===== src/rtl/z80_bus_pkg.sv =====
// Shared definitions for the Z80 interrupt controller.
// Holds the I/O register offsets, the RETI opcode pair, the index used to
// build the spurious vector, and the controller FSM state encoding.
package z80_bus_pkg;

    localparam logic [1:0] OFS_MASK  = 2'd0;
    localparam logic [1:0] OFS_PEND  = 2'd1;
    localparam logic [1:0] OFS_EOI   = 2'd2;
    localparam logic [1:0] OFS_VBASE = 2'd3;

    localparam logic [7:0] RETI_OP1  = 8'hED;
    localparam logic [7:0] RETI_OP2  = 8'h4D;

    // Index 7 gives vector offset 8'h0E, which no real source can produce
    // because NUM_SRC is at most 7.
    localparam logic [2:0] SPUR_IDX  = 3'd7;

    typedef enum logic [1:0] {
        ST_IDLE    = 2'd0,
        ST_REQ     = 2'd1,
        ST_ACK     = 2'd2,
        ST_SERVICE = 2'd3
    } state_t;

endpackage


===== src/rtl/prio_enc.sv =====
// Fixed-priority encoder: index 0 is highest priority.
// Ports:
//   i_req   - request vector, W bits
//   o_idx   - index of the lowest set request bit (0 when none)
//   o_valid - high when any request bit is set
module prio_enc #(
    parameter int W = 4
) (
    input  logic [W-1:0] i_req,
    output logic [2:0]   o_idx,
    output logic         o_valid
);

    // Scanning from the top down lets the lowest set index overwrite last.
    always_comb begin
        o_idx   = 3'd0;
        o_valid = 1'b0;
        for (int i = W - 1; i >= 0; i--) begin
            if (i_req[i]) begin
                o_idx   = 3'(i);
                o_valid = 1'b1;
            end
        end
    end

endmodule


===== src/rtl/z80_int_ctrl.sv =====
// Z80 mode-2 style interrupt controller for up to 7 edge-triggered sources.
// Ports:
//   clk, reset            - clock and asynchronous active-high reset
//   irq[NUM_SRC-1:0]      - per-source requests, rising edge captured
//   M1_n/IORQ_n/RD_n/WR_n - Z80 bus strobes, synchronous to clk
//   A, d_in               - Z80 address [7:0] and data toward controller
//   INT_n                 - maskable interrupt request to the CPU
//   d_out, d_oe           - data toward the CPU and its output enable
// Registers at IOADDR_BASE+0 mask, +1 pending, +2 EOI, +3 vector base.
//
// state    | meaning
// ---------+------------------------------------------------------------
// IDLE     | nothing requested, or waiting for service to finish
// REQ      | INT_n low, waiting for the CPU acknowledge cycle
// ACK      | INTA in progress, vector driven on d_out
// SERVICE  | handler running; ends on EOI write or RETI fetch
module z80_int_ctrl
    import z80_bus_pkg::*;
#(
    parameter int         NUM_SRC      = 4,
    parameter logic [7:0] IOADDR_BASE  = 8'h10,
    parameter logic [7:0] VEC_BASE_RST = 8'h60
) (
    input  logic               clk,
    input  logic               reset,
    input  logic [NUM_SRC-1:0] irq,
    input  logic               M1_n,
    input  logic               IORQ_n,
    input  logic               RD_n,
    input  logic               WR_n,
    input  logic [7:0]         A,
    input  logic [7:0]         d_in,
    output logic               INT_n,
    output logic [7:0]         d_out,
    output logic               d_oe
);

    state_t             r_state, w_state_nx;
    logic [NUM_SRC-1:0] r_irq_s, r_irq_d, r_pend, r_mask, r_insvc;
    logic [7:0]         r_vbase, r_vector, r_rd_data;
    logic               r_wr_prev, r_fetch_prev, r_ed_seen, r_rd_oe;

    logic               w_inta, w_wr_strb, w_rd_strb, w_fetch;
    logic [7:0]         w_ofs;
    logic [1:0]         w_sel;
    logic               w_hit, w_wr, w_eoi, w_fetch_start, w_reti, w_done;
    logic               w_take, w_valid;
    logic [2:0]         w_idx, w_vec_idx;
    logic [NUM_SRC-1:0] w_edge, w_elig, w_win_1h, w_clr;
    logic [7:0]         w_rd_mux;

    assign w_inta    = ~M1_n & ~IORQ_n;
    assign w_wr_strb = ~IORQ_n & ~WR_n & M1_n;
    assign w_rd_strb = ~IORQ_n & ~RD_n & M1_n;
    assign w_fetch   = ~M1_n & IORQ_n & ~RD_n;

    // Wrapping subtract: any address outside the 4-register window has
    // a non-zero upper part.
    assign w_ofs = A - IOADDR_BASE;
    assign w_sel = w_ofs[1:0];
    assign w_hit = (w_ofs[7:2] == 6'd0);

    // Writes and opcode fetches act once, on the first clk of their strobe.
    assign w_wr          = w_wr_strb & ~r_wr_prev & w_hit;
    assign w_eoi         = w_wr & (w_sel == OFS_EOI);
    assign w_fetch_start = w_fetch & ~r_fetch_prev;
    assign w_reti        = w_fetch_start & r_ed_seen & (d_in == RETI_OP2);
    assign w_done        = w_eoi | w_reti;

    assign w_edge = r_irq_s & ~r_irq_d;
    assign w_elig = r_pend & ~r_mask;

    prio_enc #(.W(NUM_SRC)) u_prio (
        .i_req   (w_elig),
        .o_idx   (w_idx),
        .o_valid (w_valid)
    );

    assign w_take    = (r_state == ST_REQ) & w_inta;
    assign w_win_1h  = NUM_SRC'(1) << w_idx;
    assign w_clr     = (w_take && w_valid) ? w_win_1h : '0;
    assign w_vec_idx = w_valid ? w_idx : SPUR_IDX;

    always_comb begin
        case (w_sel)
            OFS_MASK:  w_rd_mux = 8'(r_mask);
            OFS_PEND:  w_rd_mux = 8'(r_pend);
            OFS_VBASE: w_rd_mux = r_vbase;
            default:   w_rd_mux = 8'h00;
        endcase
    end

    always_ff @(posedge clk or posedge reset) begin
        if (reset) begin
            r_irq_s      <= '0;
            r_irq_d      <= '0;
            r_pend       <= '0;
            r_mask       <= '0;
            r_insvc      <= '0;
            r_vbase      <= {VEC_BASE_RST[7:1], 1'b0};
            r_vector     <= 8'h00;
            r_rd_data    <= 8'h00;
            r_wr_prev    <= 1'b0;
            r_fetch_prev <= 1'b0;
            r_ed_seen    <= 1'b0;
            r_rd_oe      <= 1'b0;
        end else begin
            r_irq_s      <= irq;
            r_irq_d      <= r_irq_s;
            // A new edge on the winner in the INTA clk survives the clear.
            r_pend       <= (r_pend & ~w_clr) | w_edge;
            r_wr_prev    <= w_wr_strb;
            r_fetch_prev <= w_fetch;
            if (w_fetch_start)
                r_ed_seen <= (d_in == RETI_OP1);
            if (w_wr && (w_sel == OFS_MASK))
                r_mask <= d_in[NUM_SRC-1:0];
            if (w_wr && (w_sel == OFS_VBASE))
                r_vbase <= {d_in[7:1], 1'b0};
            if (w_take) begin
                r_insvc  <= w_clr;
                r_vector <= r_vbase | {4'b0000, w_vec_idx, 1'b0};
            end else if ((r_state == ST_SERVICE) && w_done) begin
                r_insvc <= '0;
            end
            r_rd_oe   <= w_rd_strb & w_hit;
            r_rd_data <= w_rd_mux;
        end
    end

    always_ff @(posedge clk or posedge reset) begin
        if (reset)
            r_state <= ST_IDLE;
        else
            r_state <= w_state_nx;
    end

    always_comb begin
        w_state_nx = r_state;
        case (r_state)
            ST_IDLE:    if ((|w_elig) && (r_insvc == '0)) w_state_nx = ST_REQ;
            // INTA is checked first so a late mask still yields a vector.
            ST_REQ:     if (w_inta)             w_state_nx = ST_ACK;
                        else if (!(|w_elig))    w_state_nx = ST_IDLE;
            ST_ACK:     if (!w_inta)            w_state_nx = (r_insvc != '0) ? ST_SERVICE : ST_IDLE;
            ST_SERVICE: if (w_done)             w_state_nx = ST_IDLE;
            default:                            w_state_nx = ST_IDLE;
        endcase
    end

    always_comb begin
        INT_n = (r_state != ST_REQ);
        d_oe  = (r_state == ST_ACK) | r_rd_oe;
        if (r_state == ST_ACK)
            d_out = r_vector;
        else if (r_rd_oe)
            d_out = r_rd_data;
        else
            d_out = 8'h00;
    end

endmodule


===== config.mk =====
export PLATFORM = sky130hd
export DESIGN_NAME = z80_int_ctrl
export DESIGN_NICKNAME = d
export VERILOG_FILES = /design/src/rtl/z80_bus_pkg.sv /design/src/rtl/prio_enc.sv /design/src/rtl/z80_int_ctrl.sv
export SDC_FILE = /design/constraint.sdc
export NUM_CORES = 1
export LEC_CHECK = 0
export CAP_MARGIN = 5
export CORE_MARGIN = 1.5
export CORE_UTILIZATION = 56
export DETAILED_ROUTE_END_ITERATION = 6
export PLACE_DENSITY = 0.9
export SYNTH_ARGS = -nofsm -noshare
export SYNTH_HDL_FRONTEND = slang
export SYNTH_SLANG_ARGS = --single-unit

===== constraint.sdc =====
create_clock -name clk -period 5.4 [get_ports clk]
set_input_delay 1.08 -clock clk [delete_from_list [all_inputs] [get_ports clk]]
set_output_delay 1.08 -clock clk [all_outputs]
set_load 0.005 [all_outputs]

==> results.md <==
Status:
- The run finished with clean final reports.

Placement:
- The number of buffers added on ports is 35.
- In this run the cell area measured after placement is 2480 sq um.
- The routability congestion estimate from global placement is 0.885.
- Summed over all nets, the half-perimeter wirelength after detailed placement is 2930 um.

Drt:
- The detailed-route DRC error count is 0.
- The total iterations of the first detailed-routing run is 4.
- The final layout contains routed wiring with a total length of 4080 um.
- The total via count in the routed design is 1570.
- After detailed routing, the average wire length per cell comes to 14.6 um.
- The count of nets left with antenna violations after detail routing is 0.
- The number of design-rule violations left by the first detailed-router iteration is 107.
- The mean number of vias per cell is 5.61.

Yosys:
- The mapped cell area is 2120 sq um.
- The area fraction in and, or, nand and nor cells after synthesis is 21.9%.
- The main combinational cell family by area after synthesis is simple AND/OR/NAND/NOR gates.
- Summing the areas of all compound-gate instances in the mapped netlist gives 9.14% of the synthesized area.
- Multiplexer cells account for 8.25% of the synthesized area.
- The xor and xnor fraction of the mapped netlist area is 0%.
- In the synthesized netlist, the number of instances is 199.
- The number of nets in the synthesized netlist is 225.
- The synthesized design contains 0 enable-type register cells.
- The synthesized design contains 48 register bits.
- The netlist uses 43 different library cells.
- For this run, the leading register cell type out of synthesis is sky130_fd_sc_hd__dfrtp_1.
- The post-synthesis share of cell area spent on full adders, half adders and majority gates is 0%.
- The number of warnings reported in the yosys synthesis log is 0.
- A synthesized cell averages 10.7 sq um.
- The sequential area share after synthesis is 56.7%.
- The share of synthesized registers carrying an async set or reset is 100%.

Critical path:
- In this run the worst setup path begins at r_state[1].
- The endpoint type of the worst setup path is a primary output.
- The worst register-to-register path begins at r_state[1].
- The maximum fanout count along the critical path is 15.
- The worst setup path is of the reg -> out kind.
- The endpoint arrival time on the critical path is 2.27 ns.
- The launching element type of the critical path is a flop.
- The required time reported for the critical path endpoint is 4.32 ns.

Clock tree:
- In this run the clock root is driven by a sky130_fd_sc_hd__clkbuf_8.
- Once the clock tree was built, the resizer swapped 0 gates to a different size.
- The number of buffers inserted for hold repair after clock tree synthesis is 0.
- The CTS clock-pin slew for the worst setup and hold paths is 0.09 ns.
- The TritonCTS clock tree is yes.
- The clock insertion delay at the later pin of the skew report is 0.30 ns.
- In this run, CTS created clock tree buffers numbering 5.
- The buffer count from post-CTS setup fixing is 0.
- The buffer depth of the longest clock path is 2.
- Clock tree synthesis found a total of 48 sinks.
- In this run the number of H-tree levels came out at 2.

Hold path:
- The hold path startpoint is r_irq_s[2].
- The type of the most critical hold path is reg -> reg.

Cells and area:
- Fill cells in the final layout number 261.
- Leaving out fill and tap cells, the most frequent cells in the layout are 46 x sky130_fd_sc_hd__dfrtp_1, 38 x sky130_fd_sc_hd__nand2_1, 35 x sky130_fd_sc_hd__clkdlybuf4s50_1, 18 x sky130_fd_sc_hd__o21ai_0, 12 x sky130_fd_sc_hd__mux2_2.
- Leaving out fill and tap cells, the most frequent cell in the layout is sky130_fd_sc_hd__dfrtp_1.
- The share of final-layout standard cells stronger than drive strength 1 is 13.8%.
- The fraction of the core area covered by cells at the end of the flow is 70.7%.
- The number of antenna repair diodes is 0.
- The finished layout cell area is 2590 sq um.
- Relative to the synthesized area, the layout overhead comes to 22.1%.
- The final layout contains 257 nets.

Pwr:
- In this run the power density over the cells is 333 nW/um^2.
- The highest ir drop seen on vdd is 0.221 mV.
- The post-layout total power is 861 uW.
- In this run the static leakage power is 1.16 nW.

Job:
- The number of max-capacitance violations reported is 0.

STA:
- The number of hold-slack violations in the final timing report is 0.
- The post-route clock skew is 0.00922 ns.
- The highest achievable clock rate is 299 MHz.
- The final critical delay including setup and external delays is 3.35 ns.
- The final setup violation count is 0.
- Summed over all failing endpoints, the final setup total negative slack is 0 ns.
- The final critical path takes up 62.0% of the cycle.
- The worst-case headroom to the max-slew limit is 37.7%.
- The actual transition at the worst max-transition pin is 0.933 ns.
- The final number of max-transition violations came to 0.
- Setup repair after global routing left no endpoint under its margin.

Die:
- The full die area is 4170 sq um.
- The area inside the core boundary is 3660 sq um.
- The die width is 64.6 um.
- The initialized floorplan defines 22 standard-cell rows.
- For this configuration, the core starts out at a cell density of 58.0%.
- For this design the top-level I/O count stands at 36.
- The floorplan step set the die height to 64.6 um.

GRT:
- The via count of the first global-routing pass is 1437.
- Global routing used 21.4% of the available tracks across all layers.
- The first-pass GRT wire length is 6700 um.
- Summed over all layers, the global routing overflow is 0.
- The initial antenna violation count is 0.
- The pin count of the biggest net entering global routing is 49.
area by class of cell:
class / count / area [sq um] / share of cell area, %
tap: 48 / 60.1 / 2.32
inverter: 8 / 30.0 / 1.16
sequential: 48 / 1200 / 46.5
clock inverter: 3 / 42.5 / 1.64
clock buffer: 5 / 68.8 / 2.66
timing repair buffer: 35 / 350 / 13.5
multi-input combinational: 133 / 835 / 32.2
Yosys cell counts (3+ instances only):
library cell | n | area (sq um)
sky130_fd_sc_hd__dfrtp_1 | 46 | 1150
sky130_fd_sc_hd__nand2_1 | 38 | 143
sky130_fd_sc_hd__o21ai_0 | 18 | 90.1
sky130_fd_sc_hd__mux2_2 | 12 | 135
sky130_fd_sc_hd__inv_1 | 8 | 30.0
sky130_fd_sc_hd__clkbuf_1 | 6 | 22.5
sky130_fd_sc_hd__nor2_1 | 6 | 22.5
sky130_fd_sc_hd__nor2b_1 | 6 | 37.5
sky130_fd_sc_hd__and3_1 | 5 | 31.3
sky130_fd_sc_hd__mux2i_1 | 4 | 40.0
sky130_fd_sc_hd__nand3_1 | 4 | 20.0
sky130_fd_sc_hd__a21oi_1 | 3 | 15.0
sky130_fd_sc_hd__nor3b_1 | 3 | 22.5
cell families (layout without fill, tap and decap cells):
group / after synthesis / in the layout
AND/OR/NAND/NOR: 84 / 84
flip-flops: 48 / 48
multiplexers: 16 / 16
AO/OA/AOI/OAI: 33 / 33
buffers and inverters: 18 / 51
power breakdown:
| group | leakage (nW) | total (mW) | internal, mW | switching, mW |
|---|---|---|---|---|
| registers | 0.609 | 0.424 | 0.394 | 0.0308 |
| logic | 0.499 | 0.183 | 0.0890 | 0.0939 |
| clock network | 0.0541 | 0.254 | 0.137 | 0.117 |
final timing paths:
check                      slack (ns)  cells past startpoint          end
min reg2reg                      0.38                      0   r_irq_d[2]
max in group asynchronous        3.52                      2  r_vector[1]
max reg2reg                      3.57                      4    r_pend[3]
min in group asynchronous        1.29                      2   r_irq_d[0]
max                              2.05                      4     d_out[2]
min                              0.38                      0   r_irq_d[2]
worst max-delay path, stage by stage, from the launching register on:
cell and delay, ns:
sky130_fd_sc_hd__dfrtp_1 0.48, sky130_fd_sc_hd__nor2b_1 0.71, sky130_fd_sc_hd__nand2_1 0.10, sky130_fd_sc_hd__o21ai_0 0.13
sky130_fd_sc_hd__clkdlybuf4s50_1 0.54
routing by layer:
layer	vias up	wire length [um]	global-route usage, %
met1	754	1760	28.6
met2	56	2040	35.2
met3	5	233	5.03
li1	755	-	-
met5	-	0	0
met4	0	53	6.12
per-stage QoR:
step,instances,worst slack (ns),hold slack [ns]
2_1_floorplan,199,3.08,0.354
3_3_place_gp,272,2.38,0.358
3_5_place_dp,272,2.35,0.362
4_1_cts,280,2.05,0.383
5_1_grt,280,1.87,0.398
6_report,280,2.05,0.381
flip-flops by register name, summed over array words and instances (netlist names):
signal	flops
r_pend	4
r_state	2
r_vector	7
r_vbase	7
r_rd_data	8
r_irq_d	4
r_ed_seen	1
r_insvc	4
r_rd_oe	1
r_mask	4
r_wr_prev	1
r_fetch_prev	1
r_irq_s	4
No activity file was read; power rests on OpenSTA's default activity.
